==> src/rtl/mips_pkg.sv <==
// Shared definitions for the MIPS fetch front end: bubble encoding, default
// reset PC and the fetch FSM state type.
// Ports: none (package).
package mips_pkg;

    // sll $0,$0,0 encodes as all zeros
    localparam logic [31:0] NOP_INSTR        = 32'h0000_0000;
    localparam logic [31:0] RESET_PC_DEFAULT = 32'h0000_0000;

    typedef enum logic [1:0] {
        ST_IDLE  = 2'd0,
        ST_FETCH = 2'd1,
        ST_HOLD  = 2'd2,
        ST_DRAIN = 2'd3
    } fetch_state_t;

endpackage

==> src/rtl/if_dec_reg.sv <==
// IF/DEC pipeline register with flush > stall > load > bubble priority.
// Latency: one cycle from load to outputs.
// Backpressure: stall holds all fields; flush inserts a bubble and keeps pc_plus4.
// Ports: flush/stall/load controls, load_instr/load_pc_plus4 data in,
//        instr/pc_plus4/valid registered out.
module if_dec_reg #(
    parameter logic [31:0] NOP_INSTR = mips_pkg::NOP_INSTR
) (
    input  logic        clk,
    input  logic        rst_n,
    input  logic        flush,
    input  logic        stall,
    input  logic        load,
    input  logic [31:0] load_instr,
    input  logic [31:0] load_pc_plus4,
    output logic [31:0] instr,
    output logic [31:0] pc_plus4,
    output logic        valid
);

    always_ff @(posedge clk or negedge rst_n) begin
        if (!rst_n) begin
            instr    <= NOP_INSTR;
            pc_plus4 <= 32'h0000_0000;
            valid    <= 1'b0;
        end else if (flush) begin
            instr <= NOP_INSTR;
            valid <= 1'b0;
        end else if (!stall) begin
            if (load) begin
                instr    <= load_instr;
                pc_plus4 <= load_pc_plus4;
                valid    <= 1'b1;
            end else begin
                // nothing arrived this cycle: present a bubble downstream
                instr <= NOP_INSTR;
                valid <= 1'b0;
            end
        end
    end

endmodule

==> src/rtl/fetch_stage.sv <==
// Instruction fetch stage: PC, imem handshake FSM, hold buffer, redirect latch.
// Latency: word appears on instr_DEC one cycle after its imem ack.
// Backpressure: stall_if parks an acked word in a hold buffer and drops imem_req.
// Ports: redirect (pcsrc_MEM/pc_branch_MEM), hazard controls (stall_if, flush_if,
//        flush_if_dec), imem req/addr/ack/rdata, IF/DEC outputs.
module fetch_stage #(
    parameter logic [31:0] RESET_PC  = mips_pkg::RESET_PC_DEFAULT,
    parameter logic [31:0] NOP_INSTR = mips_pkg::NOP_INSTR
) (
    input  logic        clk,
    input  logic        rst_n,
    input  logic        pcsrc_MEM,
    input  logic [31:0] pc_branch_MEM,
    input  logic        stall_if,
    input  logic        flush_if,
    input  logic        flush_if_dec,
    output logic        imem_req,
    output logic [31:0] imem_addr,
    input  logic        imem_ack,
    input  logic [31:0] imem_rdata,
    output logic [31:0] instr_DEC,
    output logic [31:0] pc_plus4_DEC,
    output logic        valid_DEC
);

    import mips_pkg::*;

    fetch_state_t state, state_nxt;
    logic [31:0]  pc, pc_nxt;
    logic [31:0]  redir, redir_nxt;
    logic [31:0]  hold_instr, hold_pc4;
    logic         hold_wr;
    logic         ifd_load;
    logic [31:0]  ifd_instr, ifd_pc4;
    logic [31:0]  pc_plus4;
    logic [31:0]  target;

    assign pc_plus4  = pc + 32'd4;                       // wraps modulo 2^32
    assign target    = {pc_branch_MEM[31:2], 2'b00};
    assign imem_addr = pc;

    always_ff @(posedge clk or negedge rst_n) begin
        if (!rst_n) begin
            state      <= ST_IDLE;
            pc         <= RESET_PC;
            redir      <= 32'h0000_0000;
            hold_instr <= NOP_INSTR;
            hold_pc4   <= 32'h0000_0000;
        end else begin
            state <= state_nxt;
            pc    <= pc_nxt;
            redir <= redir_nxt;
            if (hold_wr) begin
                hold_instr <= imem_rdata;
                hold_pc4   <= pc_plus4;
            end
        end
    end

    always_comb begin
        state_nxt = state;
        pc_nxt    = pc;
        redir_nxt = redir;
        hold_wr   = 1'b0;
        ifd_load  = 1'b0;
        ifd_instr = imem_rdata;
        ifd_pc4   = pc_plus4;
        imem_req  = 1'b0;
        case (state)
            ST_IDLE: begin
                state_nxt = ST_FETCH;
            end
            ST_FETCH: begin
                imem_req = 1'b1;
                if (imem_ack) begin
                    if (pcsrc_MEM) begin
                        pc_nxt = target;
                    end else if (flush_if) begin
                        pc_nxt = pc;                     // refetch same address
                    end else if (stall_if) begin
                        hold_wr   = 1'b1;
                        pc_nxt    = pc_plus4;
                        state_nxt = ST_HOLD;
                    end else begin
                        ifd_load = 1'b1;
                        pc_nxt   = pc_plus4;
                    end
                end else if (pcsrc_MEM) begin
                    // transaction in flight: keep address stable, finish it, then redirect
                    redir_nxt = target;
                    state_nxt = ST_DRAIN;
                end
            end
            ST_DRAIN: begin
                imem_req = 1'b1;
                if (pcsrc_MEM) begin
                    redir_nxt = target;
                end
                if (imem_ack) begin
                    pc_nxt    = pcsrc_MEM ? target : redir;
                    state_nxt = ST_FETCH;
                end
            end
            ST_HOLD: begin
                if (pcsrc_MEM) begin
                    pc_nxt    = target;
                    state_nxt = ST_FETCH;
                end else if (!stall_if) begin
                    ifd_load  = 1'b1;
                    ifd_instr = hold_instr;
                    ifd_pc4   = hold_pc4;
                    state_nxt = ST_FETCH;
                end
            end
            default: begin
                state_nxt = ST_IDLE;
            end
        endcase
    end

    if_dec_reg #(
        .NOP_INSTR (NOP_INSTR)
    ) u_if_dec_reg (
        .clk           (clk),
        .rst_n         (rst_n),
        .flush         (flush_if_dec),
        .stall         (stall_if),
        .load          (ifd_load),
        .load_instr    (ifd_instr),
        .load_pc_plus4 (ifd_pc4),
        .instr         (instr_DEC),
        .pc_plus4      (pc_plus4_DEC),
        .valid         (valid_DEC)
    );

endmodule

==> config.mk <==
export PLATFORM = sky130hd
export DESIGN_NAME = fetch_stage
export DESIGN_NICKNAME = d
export VERILOG_FILES = /design/src/rtl/mips_pkg.sv /design/src/rtl/if_dec_reg.sv /design/src/rtl/fetch_stage.sv
export SDC_FILE = /design/constraint.sdc
export NUM_CORES = 1
export LEC_CHECK = 0
export CORE_ASPECT_RATIO = 0.6
export CORE_MARGIN = 8
export CORE_UTILIZATION = 53
export CTS_BUF_LIST = sky130_fd_sc_hd__clkbuf_4 sky130_fd_sc_hd__clkbuf_8 sky130_fd_sc_hd__clkbuf_16
export DETAILED_ROUTE_END_ITERATION = 10
export MAX_ROUTING_LAYER = met4
export PLACE_DENSITY_LB_ADDON = 0.12
export SLEW_MARGIN = 20
export SYNTH_ARGS = -nofsm -noshare
export SYNTH_HDL_FRONTEND = slang
export SYNTH_HIERARCHICAL = 1
export SYNTH_SLANG_ARGS = --single-unit
==> constraint.sdc <==
create_clock -name clk -period 2.9 [get_ports clk]
set_input_delay 0.87 -clock clk [delete_from_list [all_inputs] [get_ports clk]]
set_output_delay 0.87 -clock clk [all_outputs]
set_load 0.005 [all_outputs]
== Word-level counts from Yosys, hierarchy flattened ==
Index checks and enable logic that the tools add are counted.
Cells by class
  equality and inequality tests: 13
  mux-type cells: 40
  $lt $le $gt $ge: 0
  multipliers: 0
  divide/modulo/power cells: 0
  reduce and logical (&&, ||, !) cells: 8
  bitwise logic cells: 2
  shift-type cells: 0
  add/sub/neg operators: 1
Operators by type and width (count)
  $mux 32: 14
  $pmux 32 s3: 1
  $pmux 32 s2: 1
  $add 32x3->32 const B: 1
  $mux 2: 8
  $ne 3x3->1 const B: 5
  $mux 1: 14
  $ne 2x2->1 const B: 4
  $pmux 2 s4: 1
  $reduce_and 6->1: 1
  $reduce_and 5->1: 1
  $eq 2x2->1 const B: 2
  $reduce_and 3->1: 1
  $reduce_bool 3->1: 1
  $eq 2x1->1 const B: 1
  $logic_not 2->1: 1
  $ne 2x1->1 const B: 1
  $not 1->1: 2
  $pmux 1 s2: 1
  $reduce_and 2->1: 1
  $reduce_bool 2->1: 1
  $reduce_or 2->1: 1
Storage, ports and cells
  memories kept: 0
  input bits: 71
  bits in writable memories: 0
  word-level logic and storage cells: 72
  ROM bits: 0
  latch bits: 0
  output and inout port bits: 98
  bits in registers: 195

== Logic depth before layout (Yosys ltp) ==
Gate-level depths: netlist of run 1.
  depth in word-level cells: 8
  gate-level depth with buffers: 10
  depth with buffers taken out: 8

== Cells and area by module ==
Netlist of run 1, hierarchy kept.
Modules (own cells, without submodules)
  fetch_stage: instances 1, area each 6885.4 um^2, cells each 682, seq. area each 3253.1 um^2
  if_dec_reg: instances 1, area each 2636.3 um^2, cells each 214, seq. area each 1626.6 um^2

== Worst setup path before layout of run 1 ==
OpenSTA, ideal clock, no wires.
  path kind: input -> register
  start: input pcsrc_MEM
  end: register hold_instr[0]
  cell stages on the path: 5
  arrival: 2.448 ns
  buffers on the path: 3
  data required time: 2.775 ns
  setup time: 0.125 ns
  setup slack: 0.327 ns
  cells stage by stage: clkbuf_1 nor4b_1 clkbuf_1 clkbuf_1 mux2_2
On the way
  cells in the longest elaborated chain, start to end: 3
RTL lines
  from (decl): RTL line fetch_stage.sv:12  | input logic pcsrc_MEM,
  $mux 1: RTL line fetch_stage.sv:76  | if (pcsrc_MEM) begin
  $mux 1: RTL line fetch_stage.sv:75  | if (imem_ack) begin
  $mux 1: RTL line fetch_stage.sv:69  | case (state)
  to (signal assigned): RTL line fetch_stage.sv:54  | hold_instr <= imem_rdata;
  to (decl): RTL line fetch_stage.sv:31  | logic [31:0] hold_instr, hold_pc4;
Every way passes these cells.
A chain may end at the register's enable or synchronous reset.

== Worst setup path in the final report of run 1 ==
  start: register state[1]
  end: output imem_req
On the way
  cells in the longest elaborated chain, start to end: 3
  elaborated cells on any way between the ends: 4
  classes of those cells: eq/ne: 2; mux: 1; reduce/logical: 1
RTL lines
  from (decl): RTL line fetch_stage.sv:28  | fetch_state_t state, state_nxt;
  from (signal assigned): RTL line fetch_stage.sv:50  | state <= state_nxt;
  $eq 2x2->1 / $eq 2x1->1 (equally long branches): RTL line fetch_stage.sv:69
  $reduce_or 2->1 (no line) *
  $mux 1 *: RTL line fetch_stage.sv:69
  to (decl): RTL line fetch_stage.sv:17  | output logic imem_req,
Every way passes the cells marked *; elsewhere a longest branch is shown, timed or not.

==> flow_metrics.env, run 1 <==
export IMPL_status="finished, final reports clean"
export IMPL_root_buffer="clkbuf_16"
export IMPL_critPathLaunchType="flop"
export IMPL_cts_buffer_depth=2
export IMPL_cts_clk_slew_worst_paths_ns=0.08
export IMPL_drc_errors=0
export IMPL_dieHeight_um=119.8
export IMPL_firstDrtPassIters=5
export IMPL_dp_final_hpwl_um=18240
export IMPL_crit_type="reg2out"
export IMPL_antenna_found_initial=0
export IMPL_num_io_pins=169
export IMPL_fmax_mhz=358.0
export IMPL_ir_worst_vdd_mv=0.7380
export IMPL_path_cells="inv_1 > ha_1 > or2_2 > clkdlybuf4s50_1"
export IMPL_synthAdderAreaFrac_pct=0.6570
export IMPL_power_density_mw_per_mm2=899.3
export IMPL_startpoint="state[1]$_DFFE_PN0P_"
export IMPL_vias_per_cell=5.764
export IMPL_r2r_slack_ns=0.18
export IMPL_rr_endpoint="u_if_dec_reg/pc_plus4[27]$_DFFE_PN0P_"
export IMPL_drive_above_1_share_pct=21.79
export IMPL_slew_headroom_pct=58.33
export IMPL_cp_max_fo=6
export IMPL_coreArea_mm2=0.01783
export IMPL_seq_area_frac_synth_pct=51.25
export IMPL_rr_startpoint="imem_addr[12]$_DFFE_PN0P_"
export IMPL_grt_pass1_wl_um=40710
export IMPL_track_usage_pct=23.06
export IMPL_synthArstFlopShare_pct=100.0
export IMPL_cts_made_buffers=17
export IMPL_area_delta_synth_final_pct=30.04
export IMPL_finalWorstSetupSlack_ns=0.1065
export IMPL_grt_max_degree=66
export IMPL_avgSynthCellArea_um2=10.63
export IMPL_synth_edff_count=0
export IMPL_critPathRequiredTime_ns=2.03
export IMPL_synth_xor_area_share_pct=2.576
export IMPL_crit_path_max_incr_delay_ns=0.45
export IMPL_post_cts_buffers=0
export IMPL_postLayoutCellArea_mm2=0.01238
export IMPL_cts_hold_buf=0
export IMPL_worst_path_max_delay_cell="clkdlybuf4s50_1"
export IMPL_grt_pass1_vias=7288
export IMPL_hold_viol=0
export IMPL_synth_cells=896
export IMPL_io_buffers=166
export IMPL_cp_arrival_ns=1.92
export IMPL_ctsHtreeMaxLevel=4
export IMPL_synth_top_family_by_area="multiplexers"
export IMPL_yosysUniqueCellTypes=50
export IMPL_reg2regPathDepth=6
export IMPL_worstMarginPinSlew_ns=0.6193
export IMPL_fin_crit_ns=2.793
export IMPL_cts_tree="done"
export IMPL_place_area_mm2=0.01176
export IMPL_grt_remaining_overflow=0
export IMPL_die_w_um=189.0
export IMPL_fin_util_pct=69.45
export IMPL_gp_routability_congestion=0.9107
export IMPL_vias=7626
export IMPL_drv_cap=0
export IMPL_rsz0062_at_grt="no"
export IMPL_start_util_pct=53.40
export IMPL_num_nets_final=1146
export IMPL_mappedNetlistArea_mm2=0.009522
export IMPL_die_area_mm2=0.02265
export IMPL_clock_skew_ns=0.02073
export IMPL_first_iter_violations=826
export IMPL_crit_path_end_kind="output port"
export IMPL_clk_latency_ns=0.43
export IMPL_synth_net_count=972
export IMPL_postRouteAntennaNets=0
export IMPL_synth_flop_cell="dfrtp_1"
export IMPL_synthSimpleGateAreaFrac_pct=13.09
export IMPL_num_rows=38
export IMPL_cts_resized=0
export IMPL_report_final_slew_viol_count=0
export IMPL_synth_compound_area_share_pct=12.73
export IMPL_synthMuxAreaShare_pct=16.03
export IMPL_finalSetupViolations=0
export IMPL_cts_sinks=195
export IMPL_antenna_cells=0
export IMPL_place_ws_ns=-0.08011
export IMPL_yosys_register_bits=195
export IMPL_wl_per_cell_um=19.31
export IMPL_wl_um=25550
export IMPL_fin_crit_sh_pct=96.33
export IMPL_ys_warnings_count=6
export IMPL_leakage_nw=5.159
export IMPL_min_path_type="in2async"
-- worst max path at each step --
| stage | endpoint | cells after the start |
|---|---|---|
| floorplan | hold_instr[0]$_DFFE_PN0P_ | 5 |
| global placement | u_if_dec_reg/pc_plus4[26]$_DFFE_PN0P_ | 6 |
| detailed placement | u_if_dec_reg/pc_plus4[16]$_DFFE_PN0P_ | 6 |
| CTS | imem_req | 4 |
| global route | imem_req | 4 |
| finish | imem_req | 4 |
-- cells in the final DEF (no fill, tap or decap), types with 7 or more instances in the layout --
| cell type | netlist | layout |
|---|---|---|
| nor2_1 | 96 | 95 |
| nand2_1 | 55 | 55 |
| nand3b_1 | 32 | 32 |
| a22oi_1 | 12 | 12 |
| dfrtp_1 | 195 | 195 |
| o21ai_0 | 40 | 40 |
| nand3_1 | 16 | 16 |
| buf_4 | 2 | 49 |
| nand4_1 | 8 | 8 |
| a22o_1 | 12 | 12 |
| a222oi_1 | 7 | 7 |
| buf_12 | 0 | 9 |
| clkbuf_16 | 0 | 17 |
| a21oi_1 | 100 | 100 |
| nor4_1 | 10 | 9 |
| mux2_2 | 130 | 130 |
| xnor2_1 | 25 | 25 |
| clkdlybuf4s50_1 | 0 | 164 |
| inv_1 | 14 | 14 |
| o31a_1 | 8 | 8 |
-- registers in the layout, indices dropped and copies added, names as in the netlist --
signal / count
imem_addr: 32
hold_instr: 32
state: 2
u_if_dec_reg/pc_plus4: 32
u_if_dec_reg/instr: 32
u_if_dec_reg/valid: 1
hold_pc4: 32
redir: 32
-- per-stage QoR --
step                      total power [W]  TNS, ns  hold WS, ns  cells
after global routing              0.01177        0       0.4435   1323
after detailed placement         0.008676   -2.075       0.4712   1291
after floorplan                  0.006691        0       0.4532    896
after global placement           0.008570   -1.907       0.4697   1291
after CTS                         0.01114        0       0.4353   1323
final                             0.01114        0       0.4242   1323
-- synth_stat cells (all sizes together), types with 2 or more instances --
library cell	count	area [µm²]
a2bb2oi	2	17.52
nand2	55	206.5
nor3b	2	26.28
nor4	10	62.56
o21ai	40	200.2
nand3	16	80.08
o41ai	4	35.03
nor3	6	35.03
clkbuf	54	202.7
nand3b	32	240.2
xor2	3	26.28
a22o	12	105.1
nor2b	2	12.51
dfrtp	195	4880
or2	2	12.51
ha	5	62.56
and3	2	12.51
a21oi	100	500.5
inv	14	52.55
or4	8	62.56
buf	15	93.83
nand4	10	83.83
a31oi	3	18.77
a221oi	2	17.52
mux2i	4	40.04
and2	2	12.51
nor2	96	360.4
nor4b	2	17.52
o2bb2ai	4	35.03
o22ai	4	25.02
o31a	9	80.08
a222oi	7	70.07
mux2	132	1486
a22oi	12	90.09
xnor2	25	219.0
-- per-layer routing --
metal	GRT usage (%)	vias up	share of wire [%]
met3	4.925	9	7.2
met5	-	-	0
met4	3.940	0	0.51
met2	29.83	276	41
li1	-	3557	-
met1	36.29	3784	52
-- kinds of logic after synthesis --
family          Yosys count
compound gates          201
xor+xnor                 28
fa+ha+maj                 5
buf+inv                  83
flops                   195
mux                     136
simple gates            248
-- worst max-delay path, delay by kind of cell (launching register included) --
kind	cells	cell delay, ns
fa+ha+maj	1	0.25
buf+inv	2	0.53
simple gates	1	0.32
flops	1	0.40
-- layout make-up --
cell class | instances | area, µm²
clock buffer | 18 | 432.9
clock inverter | 14 | 186.4
fill | 1384 | 5448
inverter | 14 | 52.55
multi-input combinational | 618 | 4322
sequential | 195 | 4880
tap | 240 | 300.3
timing repair buffer | 224 | 2208
-- where the power goes --
part           internal [W]  switching, W
clock network       0.00126       0.00118
logic               0.00223       0.00203
registers           0.00371      0.000723
total               0.00720       0.00394
Power figures use the tool's default switching activity.
==> run 2, diff against run 1 <==
--- a/config.mk
+++ b/config.mk
@@ -8,7 +8,6 @@
 export CORE_ASPECT_RATIO = 0.6
 export CORE_MARGIN = 8
 export CORE_UTILIZATION = 53
-export CTS_BUF_LIST = sky130_fd_sc_hd__clkbuf_4 sky130_fd_sc_hd__clkbuf_8 sky130_fd_sc_hd__clkbuf_16
 export DETAILED_ROUTE_END_ITERATION = 10
 export MAX_ROUTING_LAYER = met4
 export PLACE_DENSITY_LB_ADDON = 0.12
==> flow_metrics.env, run 2 (synthesis gave the netlist of run 1 again) <==
export IMPL_clk_latency_ns=0.43
export IMPL_io_buffers=166
export IMPL_cts_tree="done"
export IMPL_cts_resized=0
export IMPL_grt_remaining_overflow=0
export IMPL_mostFrequentLayoutCells="dfrtp_1 (195), clkdlybuf4s50_1 (164), mux2_2 (130)"
export IMPL_drt_met1_wl_um=13140
export IMPL_vias_per_cell=5.757
export IMPL_first_iter_violations=820
export IMPL_finalSetupViolations=0
export IMPL_drv_cap=0
export IMPL_path_cells="inv_1 > ha_1 > or2_2 > clkdlybuf4s50_1"
export IMPL_wl_met3_um=1921
export IMPL_root_buffer="clkbuf_16"
export IMPL_worst_path_max_delay_cell="clkdlybuf4s50_1"
export IMPL_grt_pass1_wl_um=40710
export IMPL_start_util_pct=53.40
export IMPL_postRouteAntennaNets=0
export IMPL_crit_path_end_kind="output port"
export IMPL_ir_worst_vdd_mv=0.7388
export IMPL_cts_hold_buf=0
export IMPL_coreArea_mm2=0.01783
export IMPL_power_total_w=0.01112
export IMPL_die_w_um=189.0
export IMPL_slew_headroom_pct=58.41
export IMPL_top_layer="met4"
export IMPL_die_area_mm2=0.02265
export IMPL_cts_buffer_depth=2
export IMPL_firstDrtPassIters=6
export IMPL_cts_made_buffers=17
export IMPL_vias=7616
export IMPL_grt_max_degree=66
export IMPL_postLayoutCellArea_mm2=0.01238
export IMPL_crit_type="reg2out"
export IMPL_rsz0062_at_grt="no"
export IMPL_leakage_nw=5.156
export IMPL_num_io_pins=169
export IMPL_report_final_slew_viol_count=0
export IMPL_worstMarginPinSlew_ns=0.6181
export IMPL_fin_util_pct=69.42
export IMPL_hold_viol=0
export IMPL_wl_um=25510
export IMPL_final_common_cell="dfrtp_1"
export IMPL_cp_arrival_ns=1.92
export IMPL_dp_final_hpwl_um=18240
export IMPL_cts_clk_slew_worst_paths_ns=0.08
export IMPL_wl_met2_um=10360
export IMPL_tns_ns=0
export IMPL_drive_above_1_share_pct=21.70
export IMPL_status="finished, final reports clean"
export IMPL_clock_skew_ns=0.02247
export IMPL_min_path_type="in2async"
export IMPL_grt_pass1_vias=7283
export IMPL_cp_max_fo=6
export IMPL_fmax_mhz=358.5
export IMPL_antenna_cells=0
export IMPL_crit_path_max_incr_delay_ns=0.45
export IMPL_num_nets_final=1146
export IMPL_area_delta_synth_final_pct=30.00
export IMPL_critPathLaunchType="flop"
export IMPL_post_cts_buffers=0
export IMPL_gp_routability_congestion=0.9107
export IMPL_place_area_mm2=0.01176
export IMPL_crit_buf_inv=2
export IMPL_fin_crit_sh_pct=96.19
export IMPL_wl_per_cell_um=19.28
export IMPL_path_delay_family="buffers and inverters"
export IMPL_drc_errors=0
export IMPL_cts_sinks=195
export IMPL_fin_crit_ns=2.790
export IMPL_power_density_mw_per_mm2=898.7
export IMPL_num_rows=38
export IMPL_critPathRequiredTime_ns=2.03
export IMPL_dieHeight_um=119.8
export IMPL_track_usage_pct=23.06
export IMPL_antenna_found_initial=0
export IMPL_ctsHtreeMaxLevel=4
run 2: cell counts in the layout (fill, tap and decap cells not counted):
Identical to the previous run, type by type.
run 2: metrics by stage:
stage               std cells  hold WS (ns)  setup WS [ns]
global route             1323        0.4435        0.01556
global placement         1291        0.4697       -0.06298
CTS                      1323        0.4353        0.08417
finish                   1323        0.4238         0.1104
floorplan                 896        0.4532         0.3275
detailed placement       1291        0.4712       -0.08011
run 2: where the power goes:
group / switching, W / leakage [nW] / internal [W] / total (W)
combinational: 0.00204 / 2.39 / 0.00223 / 0.00427
sequential: 0.000719 / 2.47 / 0.00371 / 0.00443
clock: 0.00118 / 0.298 / 0.00125 / 0.00243
total: 0.00394 / 5.16 / 0.00719 / 0.0111
run 2: path summary, 6_finish.rpt:
| check | from | endpoint | slack [ns] | cells after the start |
|---|---|---|---|---|
| worst max-delay path | state[1]$_DFFE_PN0P_ | imem_req | 0.11 | 4 |
| worst min-delay path | rst_n | redir[21]$_DFFE_PN0P_ | 0.42 | 1 |
| worst max register to register | imem_addr[11]$_DFFE_PN0P_ | u_if_dec_reg/pc_plus4[27]$_DFFE_PN0P_ | 0.20 | 6 |
| worst min register to register | u_if_dec_reg/pc_plus4[5]$_DFFE_PN0P_ | u_if_dec_reg/pc_plus4[5]$_DFFE_PN0P_ | 0.49 | 1 |
| max in group asynchronous | rst_n | u_if_dec_reg/instr[1]$_DFFE_PN0P_ | 1.73 | 2 |
| min in group clk | u_if_dec_reg/pc_plus4[5]$_DFFE_PN0P_ | u_if_dec_reg/pc_plus4[5]$_DFFE_PN0P_ | 0.49 | 1 |
run 2: layout make-up:
cell class | count | area [µm²]
multi-input combinational | 618 | 4322
sequential | 195 | 4880
inverter | 14 | 52.55
tap | 240 | 300.3
timing repair buffer | 224 | 2208
clock buffer | 18 | 429.2
fill | 1383 | 5451
clock inverter | 14 | 186.4
run 2: worst register-to-register path, stage by stage (launching register included):
cell and delay [ns]:
dfrtp_1 0.50, nand4_1 0.19, or4_2 0.82, nor3_1 0.39, xnor2_1 0.30, a21oi_1 0.13
mux2_2 0.27
run 2: per-layer routing:
| metal | track usage (%) | up-vias |
|---|---|---|
| met5 | - | - |
| met4 | 3.940 | 0 |
| met3 | 4.925 | 9 |
| met2 | 29.81 | 275 |
| met1 | 36.31 | 3772 |
| li1 | - | 3560 |
==> run 3, diff against run 2 <==
--- a/config.mk
+++ b/config.mk
@@ -7,8 +7,9 @@
 export LEC_CHECK = 0
 export CORE_ASPECT_RATIO = 0.6
 export CORE_MARGIN = 8
-export CORE_UTILIZATION = 53
+export CORE_UTILIZATION = 50
 export DETAILED_ROUTE_END_ITERATION = 10
+export HOLD_SLACK_MARGIN = 0.12
 export MAX_ROUTING_LAYER = met4
 export PLACE_DENSITY_LB_ADDON = 0.12
 export SLEW_MARGIN = 20
==> flow_metrics.env, run 3 (synthesis gave the netlist of run 1 again) <==
export IMPL_die_area_mm2=0.02386
export IMPL_start_util_pct=50.55
export IMPL_postLayoutCellArea_mm2=0.01237
export IMPL_crit_path_end_kind="output port"
export IMPL_dp_final_hpwl_um=18800
export IMPL_place_area_mm2=0.01180
export IMPL_slew_headroom_pct=61.47
export IMPL_ir_worst_vdd_mv=0.5348
export IMPL_mostFrequentLayoutCells="dfrtp_1 (195), clkdlybuf4s50_1 (164), mux2_2 (130)"
export IMPL_antenna_found_initial=1
export IMPL_wl_per_cell_um=19.71
export IMPL_io_buffers=166
export IMPL_hold_viol=0
export IMPL_fmax_mhz=360.5
export IMPL_leakage_nw=5.152
export IMPL_final_common_cell="dfrtp_1"
export IMPL_post_cts_buffers=0
export IMPL_drive_above_1_share_pct=21.96
export IMPL_fin_crit_sh_pct=95.66
export IMPL_cts_clk_slew_worst_paths_ns=0.07
export IMPL_grt_pass1_wl_um=41820
export IMPL_crit_type="reg2out"
export IMPL_dieHeight_um=122.9
export IMPL_worstMarginPinSlew_ns=0.5779
export IMPL_fin_crit_ns=2.774
export IMPL_coreArea_mm2=0.01884
export IMPL_report_final_slew_viol_count=0
export IMPL_rsz0062_at_grt="no"
export IMPL_clock_skew_ns=0.008944
export IMPL_startpoint="state[1]$_DFFE_PN0P_"
export IMPL_root_buffer="clkbuf_16"
export IMPL_finalSetupViolations=0
export IMPL_vias_per_cell=5.622
export IMPL_cp_max_fo=6
export IMPL_firstDrtPassIters=6
export IMPL_cts_sinks=195
export IMPL_cts_made_buffers=17
export IMPL_tns_ns=0
export IMPL_drc_errors=0
export IMPL_power_density_mw_per_mm2=887.0
export IMPL_track_usage_pct=23.03
export IMPL_cts_tree="done"
export IMPL_critPathLaunchType="flop"
export IMPL_grt_pass1_vias=7320
export IMPL_fin_util_pct=65.68
export IMPL_clk_latency_ns=0.44
export IMPL_ctsHtreeMaxLevel=4
export IMPL_status="finished, final reports clean"
export IMPL_first_iter_violations=643
export IMPL_cts_buffer_depth=2
export IMPL_cp_arrival_ns=1.90
export IMPL_gp_routability_congestion=0.8881
export IMPL_vias=7483
export IMPL_drv_cap=0
export IMPL_num_nets_final=1147
export IMPL_critPathRequiredTime_ns=2.03
export IMPL_num_io_pins=169
export IMPL_power_total_w=0.01097
export IMPL_postRouteAntennaNets=0
export IMPL_die_w_um=194.2
export IMPL_wl_um=26230
export IMPL_num_rows=39
export IMPL_grt_remaining_overflow=0
export IMPL_rr_startpoint="imem_addr[8]$_DFFE_PN0P_"
export IMPL_min_path_type="in2async"
export IMPL_grt_max_degree=66
export IMPL_area_delta_synth_final_pct=29.93
==> run 3: path summary, 6_finish.rpt <==
kind                                                              end  slack [ns]  cells past startpoint
worst max-delay path                                         imem_req        0.13                      4
worst min-delay path                            redir[22]$_DFFE_PN0P_        0.37                      1
worst max register to register  u_if_dec_reg/pc_plus4[31]$_DFFE_PN0P_        0.24                      6
worst min register to register   u_if_dec_reg/pc_plus4[5]$_DFFE_PN0P_        0.49                      1
max in group asynchronous                  hold_instr[19]$_DFFE_PN0P_        1.81                      2
min in group clk                 u_if_dec_reg/pc_plus4[5]$_DFFE_PN0P_        0.49                      1
==> run 3: stage by stage <==
step                cells  setup WS (ns)  hold slack [ns]
floorplan             896         0.3275           0.4532
global placement     1298        0.02795           0.4687
detailed placement   1298       -0.01202           0.4706
CTS                  1330        0.05166           0.3847
global route         1331        0.04270           0.3895
finish               1331         0.1258           0.3687
==> run 3: layout make-up <==
| cell class | instances | area (µm²) |
|---|---|---|
| inverter | 14 | 52.55 |
| tap | 246 | 307.8 |
| multi-input combinational | 618 | 4324 |
| clock inverter | 12 | 97.59 |
| timing repair buffer | 225 | 2241 |
| fill | 1499 | 6464 |
| clock buffer | 20 | 466.7 |
| sequential | 195 | 4880 |
| antenna | 1 | 2.502 |
==> run 3: per-layer routing <==
metal | vias up | global-route usage (%) | wire, µm
li1 | 3554 | - | -
met1 | 3640 | 34.19 | 13550
met2 | 266 | 30.05 | 10450
met3 | 23 | 6.632 | 1985
met4 | 0 | 5.606 | 251
met5 | - | - | 0
==> run 3: timing repair <==
action,CTS,global route
endpoints found under the setup margin,0,1
hold buffers,0,0
gates resized for setup,0,1
==> run 3: critical path, cell delays in order (launching register included) <==
cell and delay [ns]:
dfrtp_1 0.40, inv_1 0.08, ha_2 0.21, or2_2 0.31, clkdlybuf4s50_1 0.46
==> run 3: where the power goes <==
group | internal (W) | total [W] | switching, W
logic | 0.00222 | 0.00426 | 0.00204
registers | 0.00371 | 0.00443 | 0.000722
clock network | 0.00118 | 0.00228 | 0.00110
total | 0.00712 | 0.0110 | 0.00386
